[src/rtl/booth_mul_arbiter.sv]
// Two-channel round-robin front end for a shared sequential Booth multiplier core.
// Grants one request at a time, issues it to the core, waits for completion with a
// 6-bit watchdog, and holds the response until the consumer accepts it.
module booth_mul_arbiter (
    input  logic        clk,
    input  logic        rst,
    input  logic [1:0]  req_valid,
    input  logic [15:0] req_a0,
    input  logic [15:0] req_b0,
    input  logic [15:0] req_a1,
    input  logic [15:0] req_b1,
    output logic [1:0]  req_ready,
    output logic        mul_start,
    output logic [15:0] mul_a,
    output logic [15:0] mul_b,
    input  logic        mul_done,
    input  logic [31:0] mul_result,
    output logic        rsp_valid,
    output logic        rsp_id,
    output logic [31:0] rsp_data,
    output logic        rsp_err,
    input  logic        rsp_ready
);

    typedef enum logic [1:0] {StIdle, StIssue, StBusy, StResp} state_t;

    // Watchdog value seen in the last BUSY cycle before the count reaches 63.
    localparam logic [5:0] WdogLast = 6'd62;

    state_t     state;
    logic       last_grant;
    logic       cur_id;
    logic [5:0] wdog;
    logic [1:0] grant;
    logic       grant_id;

    // Round-robin pick: a lone requester always wins, a tie goes away from last_grant.
    always_comb begin
        grant    = 2'b00;
        grant_id = 1'b0;
        if (req_valid == 2'b11) begin
            grant_id = ~last_grant;
            grant    = grant_id ? 2'b10 : 2'b01;
        end else if (req_valid[0]) begin
            grant    = 2'b01;
            grant_id = 1'b0;
        end else if (req_valid[1]) begin
            grant    = 2'b10;
            grant_id = 1'b1;
        end
    end

    // The accept strobe is only offered in IDLE so the request is consumed on the
    // same edge that latches its operands; it is suppressed while reset is held.
    assign req_ready = (state == StIdle && !rst) ? grant : 2'b00;

    // Main FSM with registered core and response outputs.
    always_ff @(posedge clk) begin
        if (rst) begin
            state      <= StIdle;
            last_grant <= 1'b1;
            cur_id     <= 1'b0;
            wdog       <= 6'd0;
            mul_start  <= 1'b0;
            mul_a      <= 16'd0;
            mul_b      <= 16'd0;
            rsp_valid  <= 1'b0;
            rsp_id     <= 1'b0;
            rsp_data   <= 32'd0;
            rsp_err    <= 1'b0;
        end else begin
            mul_start <= 1'b0;
            unique case (state)
                StIdle: begin
                    if (grant != 2'b00) begin
                        last_grant <= grant_id;
                        cur_id     <= grant_id;
                        mul_a      <= grant_id ? req_a1 : req_a0;
                        mul_b      <= grant_id ? req_b1 : req_b0;
                        mul_start  <= 1'b1;
                        state      <= StIssue;
                    end
                end
                StIssue: begin
                    wdog  <= 6'd0;
                    state <= StBusy;
                end
                StBusy: begin
                    wdog <= wdog + 6'd1;
                    // wdog == 0 marks the first BUSY cycle, where done may be stale.
                    if (wdog != 6'd0 && mul_done) begin
                        rsp_data  <= mul_result;
                        rsp_err   <= 1'b0;
                        rsp_id    <= cur_id;
                        rsp_valid <= 1'b1;
                        state     <= StResp;
                    end else if (wdog == WdogLast) begin
                        rsp_data  <= 32'd0;
                        rsp_err   <= 1'b1;
                        rsp_id    <= cur_id;
                        rsp_valid <= 1'b1;
                        state     <= StResp;
                    end
                end
                StResp: begin
                    if (rsp_ready) begin
                        rsp_valid <= 1'b0;
                        state     <= StIdle;
                    end
                end
                default: state <= StIdle;
            endcase
        end
    end

endmodule
[config.mk]
export PLATFORM = sky130hd
export DESIGN_NAME = booth_mul_arbiter
export DESIGN_NICKNAME = d
export VERILOG_FILES = /design/src/rtl/booth_mul_arbiter.sv
export SDC_FILE = /design/constraint.sdc
export NUM_CORES = 1
export LEC_CHECK = 0
export CAP_MARGIN = 20
export CORE_MARGIN = 4
export CORE_UTILIZATION = 42
export CTS_BUF_LIST = sky130_fd_sc_hd__clkbuf_16
export DETAILED_ROUTE_END_ITERATION = 6
export GPL_TIMING_DRIVEN = 0
export PLACE_DENSITY_LB_ADDON = 0.25
export SLEW_MARGIN = 5
export SYNTH_ARGS = -nofsm -noshare
export SYNTH_HDL_FRONTEND = slang
export SYNTH_SLANG_ARGS = --single-unit
[constraint.sdc]
create_clock -name clk -period 3.5 [get_ports clk]
set_input_delay 0.7 -clock clk [delete_from_list [all_inputs] [get_ports clk]]
set_output_delay 0.7 -clock clk [all_outputs]
set_load 0.005 [all_outputs]
==> summary.txt <==
Route
  – Routed wirelength normalized by instance count: 15.6 um
  – Number of iterations in the first detailed-routing pass: 4
  – DRT iter0 DRCs: a little over 80
  – DRC violation count after routing: 0
  – Number of vias per cell: approximately 5
  – Total length of routed wires: between 9000 and 10000 um
  – Post-detailed-route count of antenna-violating nets: 0
  – Via count: about 3000

Floorplanning
  – Number of I/O pins: about 170
  – Standard-cell row count: 31
  – Overall die width: ~94 um
  – Core Area: approximately 0.0073 mm2
  – Die ar.: just under 0.009 mm2
  – Initial Util: approximately 43%
  – Die Height: 94.5 um

Global route
  – Number of global-route vias before repair: around 3000
  – Overall overflow remaining after global route: 0
  – Wire length of the first global-routing pass: around 14000 um
  – Maximum number of pins on one net before global-route repair: 14
  – Overall global routing resource usage: approximately a fifth
  – Initial antenna violation count: 0

Placed design
  – Detailed placement HPWL: ~7000 um
  – Placed inst area: about 0.0050 mm2
  – Placer Congestion: 0.820
  – Port Buffer Count: between 150 and 200
  – Dpl cells: 573

Min path
  – Worst hold path startpoint: rsp_data[13]$_SDFFE_PP0P_
  – Worst min-delay path category: reg -> reg

Flow run
  – # Max-Cap Violations: 0

Critical path
  – Highest cell delay on the worst timing path: approximately 540 ps
  – Worst setup path start: req_valid[1]
  – Library cell appearing most often on the critical path: clkdlybuf4s50_1
  – Buffering stage count on the worst path with inverters included: 4
  – Slowest-stage cell, CP: clkdlybuf4s50_1
  – Endpoint arrival time on the critical path: ~2700 ps
  – Largest fanout on the critical path: 10
  – Cell family with the largest share of critical-path delay: buffers and inverters
  – Crit path cell chain: clkdlybuf4s50_1 > a21boi_0 > clkbuf_2 > clkbuf_4 > and3b_1 > clkdlybuf4s50_1
  – Crit path capture type: output pin
  – Worst r2r src: wdog[0]$_SDFFE_PP0P_
  – Type of the worst setup path: in -> out
  – Critical Path Source Type: input pin
  – Required time at the endpoint of the critical path: 2800 ps

Yosys
  – Fraction of registers with async set/reset: 0%
  – Synthesized instance count: roughly 300
  – Flip-flop and latch count after synthesis: just under 80
  – Number of synthesized flops with an enable pin: 0
  – Cell area after synthesis: ~0.0031 mm2
  – Most used flip-flop cell after synthesis: dfxtp_1
  – Synthesized net count: 411
  – Leading area contributor after synthesis: dfxtp_1
  – Synth cell count leaders: 78 x dfxtp_1, 42 x nor2_1, 34 x mux2i_1
  – Synth Area per Inst: slightly above 10 um2
  – Count of unique library cells instantiated by Yosys: 39
  – Most instantiated library cell after synthesis: dfxtp_1
  – Area fraction of the dominant cell type after synthesis: about half
  – Sequential share of the synthesized area: about half
  – Yosys warning total: 0
  – Synth top area cells: dfxtp_1 50%, mux2i_1 11%, a22o_1 8.9%

Final layout
  – Post-route standard cell area excluding fillers: roughly 0.0053 mm2
  – Share of layout cells above drive strength 1: 5.31%
  – Non-Filler Instances: about 590
  – Net count of the finished layout: around 600
  – Sequential standard cell area: roughly 0.0016 mm2
  – Post-synthesis to final-layout area growth: 69.4%
  – Total area of multi-input combinational cells: approximately 0.0014 mm2
  – Antenna diode count: 0
  – Total of fill cells in the finished design: about 530

Power and ir drop
  – Net switching fraction of the power: between 20 and 30%
  – Share of power burned in the clock network: 32.1%
  – Flop pwr share: 36.0%
  – Power per Cell Area: just over 600 mW/mm2
  – Switching power summed over all nets: a little under 0.9 mW
  – Leakage power of the design: approximately 2.1 nW
  – Share of power burned in combinational logic: 31.9%
  – P_int: between 2 and 2.5 mW
  – Overall power after layout: 3.21 mW
  – Peak supply drop: ~0.34 mV

Clocking
  – Master cell of the clock root buffer: clkbuf_16
  – Postcts setup bufs: 0
  – CTS tree: done
  – Clock slew at reported path FFs: approximately 50 ps
  – Maximum root-to-sink buffer count: 2
  – Inserted Clock Buffers: 9
  – H-tree level count: 3
  – Worst-skew pair later-pin latency: about 320 ps
  – Number of clock sinks: around 80
  – Number of hold buffers added after CTS: 0

Status
  – Result of the run: complete, no violations

STA
  – Final Critical Period: around 3400 ps
  – Total setup violations reported at the end of the flow: 0
  – Max Transition Viols Final: 0
  – Least-Margin Pin Slew: between 500 and 600 ps
  – Maximum clock frequency: just under 300 MHz
  – Final critical-path share of the clock period: between 90% and 100%
  – Clock tree skew after final layout: roughly 5.2 ps
  – Worst slew slack as a fraction of its limit: approximately 65%
  – Hold Slack: 472 ps
  – Unrepaired setup endpoints after global routing: false
  – Final hold violation count: 0
-- power groups by stage --
stage               combinational, mW  clock [mW]  sequential, mW
floorplan                       0.456           0            1.18
global placement                 1.00           0            1.17
detailed placement               1.02           0            1.17
CTS                              1.03        1.05            1.16
global route                     1.11        1.10            1.18
finish                           1.02        1.03            1.16
-- path summary, 6_finish.rpt --
check,to,slack [ps],cells past startpoint
min,rsp_data[13]$_SDFFE_PP0P_,470,1
max,req_ready[1],140,6
max reg2reg,rsp_data[16]$_SDFFE_PP0P_,1320,7
min reg2reg,rsp_data[13]$_SDFFE_PP0P_,470,1
-- logic make-up (layout without fill, tap and decap cells) --
logic type / count (synthesis) / count (layout) / share of synthesized area (%)
flops: 78 / 78 / 49.7
fa+ha+maj: 6 / 6 / 2.39
simple gates: 65 / 65 / 9.69
compound gates: 85 / 85 / 21.7
buf+inv: 31 / 218 / 4.54
xor+xnor: 4 / 4 / 1.12
mux: 34 / 34 / 10.8
-- cells in the final DEF (no fill, tap or decap), types with 2 or more instances in the layout --
master           synthesis  layout
buf_1                    2       2
a211oi_1                33      33
a22o_1                  32      32
inv_1                    6       7
dfxtp_1                 78      78
ha_1                     6       6
o21ai_0                  3       3
clkdlybuf4s50_1          0     171
nand4_1                  2       2
clkbuf_2                 0       2
buf_2                    3       2
nor2_1                  42      42
nand3_1                  2       2
bufinv_16                0       3
xor2_1                   3       3
nand2b_1                 4       4
nand2_1                  3       3
clkbuf_16                0       9
nor2b_1                  3       3
a21o_1                   2       2
mux2i_1                 34      34
clkbuf_1                17      15
nor3_1                   2       2
a21oi_1                  5       5
buf_6                    3       3
-- per-stage QoR --
step	setup WS, ps	setup TNS, ps	utilization [%]
2_1_floorplan	1190	0	-
3_3_place_gp	-106	-106	68.6
3_5_place_dp	-129	-129	68.6
4_1_cts	38.9	0	73.2
5_1_grt	40.9	0	73.3
6_report	137	0	73.3
-- state kept, by name, summed over array words and instances, names as in the netlist --
name / count
cur_id: 1
last_grant: 1
mul_a: 16
mul_b: 16
mul_start: 1
rsp_data: 32
rsp_err: 1
rsp_id: 1
rsp_valid: 1
state: 2
wdog: 6
-- cell type report --
type                       count  share of cell area, %
buffer                        25                   2.35
clock buffer                   9                   4.24
clock inverter                 7                   2.09
inverter                       6                  0.424
multi-input combinational    194                   27.0
sequential                    78                   29.4
tap                           99                   2.33
timing repair buffer         171                   32.2
-- metal layers --
metal | global-route usage [%] | wire (um)
met1 | 22.8 | 3660
met2 | 34.3 | 4410
met3 | 6.93 | 983
met4 | 8.29 | 165
met5 | 0 | 0
-- timing repair --
action | 4_1_cts | 5_1_grt
setup endpoints to repair | 1 | 2
pin swaps | 0 | 0
gates resized for setup | 1 | 3
No activity file was read; power rests on OpenSTA's default activity.
